[src/rtl/multi_cycle_control_fsm.sv]
// Main control sequencer for the multi-cycle RV32I core.
// Steps each instruction through fetch/decode/execute/memory/writeback phases and
// decodes the datapath enables, mux selects and ALU class code from the current phase.
module multi_cycle_control_fsm #(
  parameter int unsigned MEM_CYCLES = 1
) (
  input  logic       clk,
  input  logic       reset,
  input  logic [6:0] opcode,
  input  logic       alu_bcond,
  input  logic       halt_req,
  output logic       pc_write,
  output logic       pc_source,
  output logic       i_or_d,
  output logic       mem_read,
  output logic       mem_write,
  output logic       ir_write,
  output logic       mem_to_reg,
  output logic       reg_write,
  output logic       alu_src_a,
  output logic [1:0] alu_src_b,
  output logic [1:0] alu_op_signal,
  output logic       is_halted,
  output logic [3:0] cur_state
);

  typedef enum logic [3:0] {
    StIf    = 4'd0,
    StId    = 4'd1,
    StEx    = 4'd2,
    StMem   = 4'd3,
    StWb    = 4'd4,
    StLink  = 4'd5,
    StPcinc = 4'd6,
    StHalt  = 4'd7
  } state_e;

  localparam logic [6:0] OpR      = 7'b0110011;
  localparam logic [6:0] OpI      = 7'b0010011;
  localparam logic [6:0] OpLoad   = 7'b0000011;
  localparam logic [6:0] OpStore  = 7'b0100011;
  localparam logic [6:0] OpBranch = 7'b1100011;
  localparam logic [6:0] OpJalr   = 7'b1100111;
  localparam logic [6:0] OpJal    = 7'b1101111;
  localparam logic [6:0] OpSystem = 7'b1110011;

  localparam logic [3:0] LastCnt = 4'(MEM_CYCLES - 1);

  state_e     state_q, state_d;
  logic [3:0] cnt_q, cnt_d;
  logic       last_cnt;

  assign last_cnt  = (cnt_q == LastCnt);
  assign cur_state = state_q;

  // Phase sequencing: next phase from current phase, opcode and branch outcome
  always_comb begin
    state_d = state_q;
    unique case (state_q)
      StIf: if (last_cnt) state_d = StId;
      StId: begin
        case (opcode)
          OpR, OpI, OpLoad, OpStore, OpBranch, OpJalr: state_d = StEx;
          OpJal:    state_d = StLink;
          OpSystem: state_d = halt_req ? StHalt : StPcinc;
          default:  state_d = StPcinc;
        endcase
      end
      StEx: begin
        case (opcode)
          OpR, OpI:        state_d = StWb;
          OpJalr:          state_d = StLink;
          OpLoad, OpStore: state_d = StMem;
          OpBranch:        state_d = alu_bcond ? StIf : StPcinc;
          default:         state_d = StIf;
        endcase
      end
      StMem: if (last_cnt) state_d = (opcode == OpLoad) ? StWb : StIf;
      StWb, StLink, StPcinc: state_d = StIf;
      StHalt: state_d = StHalt;
      default: state_d = StIf;
    endcase
  end

  // Wait counter restarts on every phase change and only advances in memory phases
  always_comb begin
    if (state_d != state_q) begin
      cnt_d = 4'd0;
    end else if (state_q == StIf || state_q == StMem) begin
      cnt_d = cnt_q + 4'd1;
    end else begin
      cnt_d = 4'd0;
    end
  end

  // Phase register and wait counter
  always_ff @(posedge clk or posedge reset) begin
    if (reset) begin
      state_q <= StIf;
      cnt_q   <= 4'd0;
    end else begin
      state_q <= state_d;
      cnt_q   <= cnt_d;
    end
  end

  // Datapath control decode; everything is held low while reset is asserted
  always_comb begin
    pc_write      = 1'b0;
    pc_source     = 1'b0;
    i_or_d        = 1'b0;
    mem_read      = 1'b0;
    mem_write     = 1'b0;
    ir_write      = 1'b0;
    mem_to_reg    = 1'b0;
    reg_write     = 1'b0;
    alu_src_a     = 1'b0;
    alu_src_b     = 2'b00;
    alu_op_signal = 2'b00;
    is_halted     = 1'b0;
    if (!reset) begin
      unique case (state_q)
        StIf: begin
          mem_read = 1'b1;
          ir_write = last_cnt;
        end
        // ALUOut <- PC + imm, speculative branch/jump target
        StId: alu_src_b = 2'b10;
        StEx: begin
          alu_src_a = 1'b1;
          case (opcode)
            OpR: alu_op_signal = 2'b10;
            OpI, OpJalr: begin
              alu_src_b     = 2'b10;
              alu_op_signal = 2'b10;
            end
            OpLoad, OpStore: alu_src_b = 2'b10;
            OpBranch: begin
              alu_op_signal = 2'b01;
              pc_write      = alu_bcond;
              pc_source     = 1'b1;
            end
            default: ;
          endcase
        end
        StMem: begin
          i_or_d = 1'b1;
          if (opcode == OpLoad) begin
            mem_read = 1'b1;
          end else if (opcode == OpStore && last_cnt) begin
            // Store retires here, so PC+4 is folded into the last memory cycle
            mem_write     = 1'b1;
            pc_write      = 1'b1;
            alu_src_b     = 2'b01;
            alu_op_signal = 2'b11;
          end
        end
        StWb: begin
          reg_write     = 1'b1;
          mem_to_reg    = (opcode == OpLoad);
          pc_write      = 1'b1;
          alu_src_b     = 2'b01;
          alu_op_signal = 2'b11;
        end
        // rd <- PC+4 from the ALU while PC takes the target held in ALUOut
        StLink: begin
          reg_write     = 1'b1;
          pc_write      = 1'b1;
          pc_source     = 1'b1;
          alu_src_b     = 2'b01;
          alu_op_signal = 2'b11;
        end
        StPcinc: begin
          pc_write      = 1'b1;
          alu_src_b     = 2'b01;
          alu_op_signal = 2'b11;
        end
        StHalt: is_halted = 1'b1;
        default: ;
      endcase
    end
  end

endmodule

[config.mk]
export PLATFORM = sky130hd
export DESIGN_NAME = multi_cycle_control_fsm
export DESIGN_NICKNAME = d
export VERILOG_FILES = /design/src/rtl/multi_cycle_control_fsm.sv
export SDC_FILE = /design/constraint.sdc
export NUM_CORES = 1
export LEC_CHECK = 0
export BUFFER_PORTS_ARGS = -buffer_cell sky130_fd_sc_hd__buf_2
export CAP_MARGIN = 20
export CELL_PAD_IN_SITES_DETAIL_PLACEMENT = 0
export CELL_PAD_IN_SITES_GLOBAL_PLACEMENT = 1
export CORE_UTILIZATION = 35
export DETAILED_ROUTE_END_ITERATION = 7
export PLACE_DENSITY_LB_ADDON = 0.05
export SLEW_MARGIN = 10
export SYNTH_ARGS = -nofsm -noshare
export SYNTH_HDL_FRONTEND = slang
export SYNTH_SLANG_ARGS = --single-unit
[constraint.sdc]
create_clock -name clk -period 2.2 [get_ports clk]
set_input_delay 0.44 -clock clk [delete_from_list [all_inputs] [get_ports clk]]
set_output_delay 0.44 -clock clk [all_outputs]
set_load 0.01 [all_outputs]
---- After elaboration in Yosys (flattened, before gate mapping) ----
Cells that the tools add are included.
operators by class
  bitwise logic cells ..................... 0
  multiplexer cells ....................... 45
  order comparisons ....................... 0
  $mul .................................... 0
  div/mod/pow operators ................... 0
  shifts and indexed selects .............. 0
  reduce and logical (&&, ||, !) cells .... 11
  add/sub/neg operators ................... 1
  equality and inequality tests ........... 16
operator list
  kind                                                 count
  equality test 7 bit, second input constant           4
  two-way mux 1 bit                                    25
  one-hot mux 4 bit (5 select lines)                   1
  equality test 4 x 3 -> 1 bit, second input constant  4
  two-way mux 4 bit                                    4
  equality test 7 x 6 -> 1 bit, second input constant  2
  one-hot mux 3 bit (4 select lines)                   1
  two-way mux 2 bit                                    5
  one-hot mux 3 bit (3 select lines)                   1
  equality test 4 x 2 -> 1 bit, second input constant  2
  logical NOT 4 bit                                    2
  one-hot mux 2 bit (4 select lines)                   1
  equality test 7 x 2 -> 1 bit, second input constant  1
  equality test 7 x 5 -> 1 bit, second input constant  1
  two-way mux 3 bit                                    2
  one-hot mux 2 bit (3 select lines)                   1
  OR reduction 2 bit                                   3
  OR reduction 3 bit                                   2
  OR reduction 6 bit                                   1
  adder 4 x 1 -> 4 bit, second input constant          1
  equality test 4 x 1 -> 1 bit, second input constant  1
  inequality test 4 bit                                1
  one-hot mux 1 bit (2 select lines)                   2
  one-hot mux 2 bit (2 select lines)                   1
  4 further kinds                                      4
storage, ports and cells
  word-level logic and storage cells ...... 75
  memories ................................ 0
  output and inout bits ................... 18
  bits in latches ......................... 0
  bits in writable memories ............... 0
  bits of input ports ..................... 11
  memory bits (read-only) ................. 0
  flip-flop bits (word level) ............. 8

---- Logic depth before layout (Yosys ltp) ----
  depth in word-level cells ............... 6
  mapped depth ............................ 7
  gate-level depth less buffers ........... 7

---- Worst setup path after synthesis ----
Ideal clock, no wire load.
  path type ............................... reg-to-output
  start point ............................. register state_q[2] (netlist: cur_state[2])
  end point ............................... output mem_to_reg
  path slack .............................. 0.247 ns
  stages on the path, launching flop included .. 4
  required time ........................... 1.760 ns
  path buffers ............................ 0
  data arrival time ....................... 1.513 ns
  cell sequence ........................... dfrtp_1 -> or2b_1 -> nor3_2 -> nor4b_1
between the ends
  longest elaborated chain between the ends .. 3
ends and longest elaborated chain
  item                          RTL line  text
  from (decl)                   49        state_e state_q, state_d;
  from (signal assigned)        99        state_q <= StIf;
  from (signal assigned)        102       state_q <= state_d;
  equality test 4 x 3 -> 1 bit  122       unique case (state_q)
  two-way mux 1 bit             122
  two-way mux 1 bit             121       if (!reset) begin
  to (decl)                     18        output logic mem_to_reg,
No other way between the ends.

---- Final worst setup path ----
  start point ............................. register state_q[0] (netlist: cur_state[0])
  end point ............................... output pc_write
between the ends
  longest elaborated chain between the ends .. 4
  elaborated cells between the ends (all ways) .. 8
  those cells by class .................... eq/ne: 5; mux: 2; reduce/logical: 1
ends and longest elaborated chain
  item                                    RTL line  text
  equality test 4 x 3 -> 1 bit            122
  OR reduction 3 bit (no source line)     n/a
  one-hot mux 1 bit (3 select lines) (*)  122
  two-way mux 1 bit (*)                   121
  to (decl)                               12        output logic pc_write,
Every way passes the cells marked *; elsewhere a longest branch is shown, timed or not.

==> flow_summary.ini <==
[clocking]
cts_tree = built
cts_root_buffer = clkbuf_4
htree_levels = 1
clockBufferDepth = 2
cts_sinks = 8
clk_pin_slew_ps = 50
cts_made_buffers = 3
clock_latency_ps = 260

[placed_design]
place_area_um2 = 1045
portBuffers = 28
post-place-cells = 161
gp_congestion = 0.7948
dp_slack_ps = 143.6
dp_hpwl_um = 1731

[timing]
finalSetupTns_ps = 0
finalSetupViolations = 0
worst_slack_ps = 34.10
final_hold_viol_count = 0
maxSlewViolCount = 0
max_freq_mhz = 461.7
holdWs_ps = 118.8
fin_crit_sh = 0.9845
rsz0062_at_grt = true
clock_skew_ps = 6.365
timing.final.crit_period_ps = 2166

[synthesis]
synthMostInstantiatedCell = nand2_1
yosysTopAreaCell = dfrtp_1
syn_area_um2 = 850.8
synth.yosys.seq_area_share = 0.2353
syn_area_per_cell_um2 = 8.260
synthFlopType = dfrtp_1
async_flop_share = 1.000
yosysTopAreaCellShare = 0.2353
ys_seq_elements = 8
ys_types = 46
synth_common_cells = nand2_1 (13), nor2_1 (10), dfrtp_1 (8), nor3_1 (8), a21oi_1 (7)
yosysWarnings = 0
synth_area_leaders = dfrtp_1 (24%), nand2_1 (5.7%), nor3_1 (4.7%), nor2_1 (4.4%), a21oi_1 (4.1%)
synth-edff-count = 0
syn_inst = 103
synth_fp_nets = 116

[global_route]
grt_use_total = 0.1779
grt_pass1_wl_um = 3381
grt_antenna_before_repair = 0
grt_max_degree = 11
grt_pass1_vias = 765
grt_overflow = 0

[cells_and_area]
drive_above_1_share = 0.4681
finalNetCount = 156
finish.instance_area_um2 = 1135
stdcell_count = 169
diodes = 0
fin_util = 0.5033
area_growth_pct = 33.38

[power_and_ir_drop]
total_power_mw = 0.7436
peakVddDrop_mv = 0.5679
leakagePower_nw = 0.5421
powerDensity_nw_per_um2 = 655.2

[run_status]
status = complete, no violations

[route]
vias = 865
routed_wl_um = 2119
drt_iter0_drc = 8
drcViolationCount = 0
wire_per_inst_um = 12.54
drtPass1Iterations = 4
vias_per_cell = 5.118
antenna_left = 0

[die]
die-area_um2 = 2632
die_y_um = 51.31
die_width_um = 51.31
start_util = 0.3774
rows = 17
io_pins = 29
core_area_um2 = 2255

[critical_path]
path_class = register to output port
cp.required_ps = 1760
worst_setup_path_start_kind = register
cp-end-kind = output port
worstPathArrival_ps = 1730
crit_fanout = 6

[run]
drv_cap = 0

[min_path]
hold_path.class = primary input to asynchronous set/reset pin
-- critical path, stage by stage, from the launching register on --
cell and delay [ps]:
dfrtp_2 450, nor4b_4 370, nand4_2 220, inv_1 100, nand2_1 50, a21oi_1 130, buf_2 140
-- layer usage --
metal	global-route usage	vias to the layer above	wire (um)
li1	-	449	-
met1	0.2283	388	997
met2	0.2917	24	1010
met3	0.05357	4	92
met4	0.04054	0	19
met5	0	-	0
-- kinds of logic after synthesis --
group,after synthesis,share of synthesized area
adder cells (fa/ha/maj),2,0.02941
other,1,0.004408
flip-flops,8,0.2353
AO/OA/AOI/OAI,19,0.1529
buffers and inverters,8,0.04411
XOR/XNOR,2,0.02059
AND/OR/NAND/NOR,63,0.5133
-- layout by cell type (no fill, tap or decap), drive strengths merged, types with 2 or more instances in the layout --
cell and count:
a21oi 7, and2 2, buf 38, clkbuf 3, dfrtp 8, ha 2
inv 5, nand2 13, nand3 4, nand3b 2, nand4 2, nor2 13
nor2b 3, nor3 10, nor3b 2, nor4b 2, o21ai 6, or4b 2
-- sequential cells by signal (all words and copies together) (netlist names) --
signal,flops
cur_state,4
cnt_q,4
-- worst paths after layout --
kind / from / end / slack (ps) / depth (start not counted)
worst max-delay path: cur_state[0] / pc_write / 30 / 6
worst min-delay path: reset / cur_state[1] / 120 / 2
worst max register to register: cur_state[3] / cnt_q[2] / 440 / 6
worst min register to register: cnt_q[0] / cnt_q[0] / 500 / 1
max in group asynchronous: reset / cur_state[3] / 1760 / 3
min in group clk: cnt_q[0] / cnt_q[0] / 500 / 1
-- cell type report --
class	instances	area, um2
timing repair buffer	38	215.2
clock buffer	3	22.52
multi-input combinational	87	639.4
inverter	5	18.77
sequential	8	203.9
tap	28	35.03
fill	221	1120
-- where the power goes --
group / internal, mW / switching, mW / total [mW] / leakage [nW]
registers: 0.178 / 0.0499 / 0.228 / 0.103
clock network: 0.0624 / 0.0499 / 0.112 / 0.0138
logic: 0.206 / 0.197 / 0.403 / 0.425
total: 0.446 / 0.297 / 0.744 / 0.542
-- repair_timing --
item,4_1_cts,5_1_grt
buffers inserted,1,4
resized for setup,2,7
endpoints found under the setup margin,5,7
hold endpoints to repair,0,0
gates cloned,0,0
hold buffers,0,0
pin swaps,2,0
(Power assumes the default switching activity.)
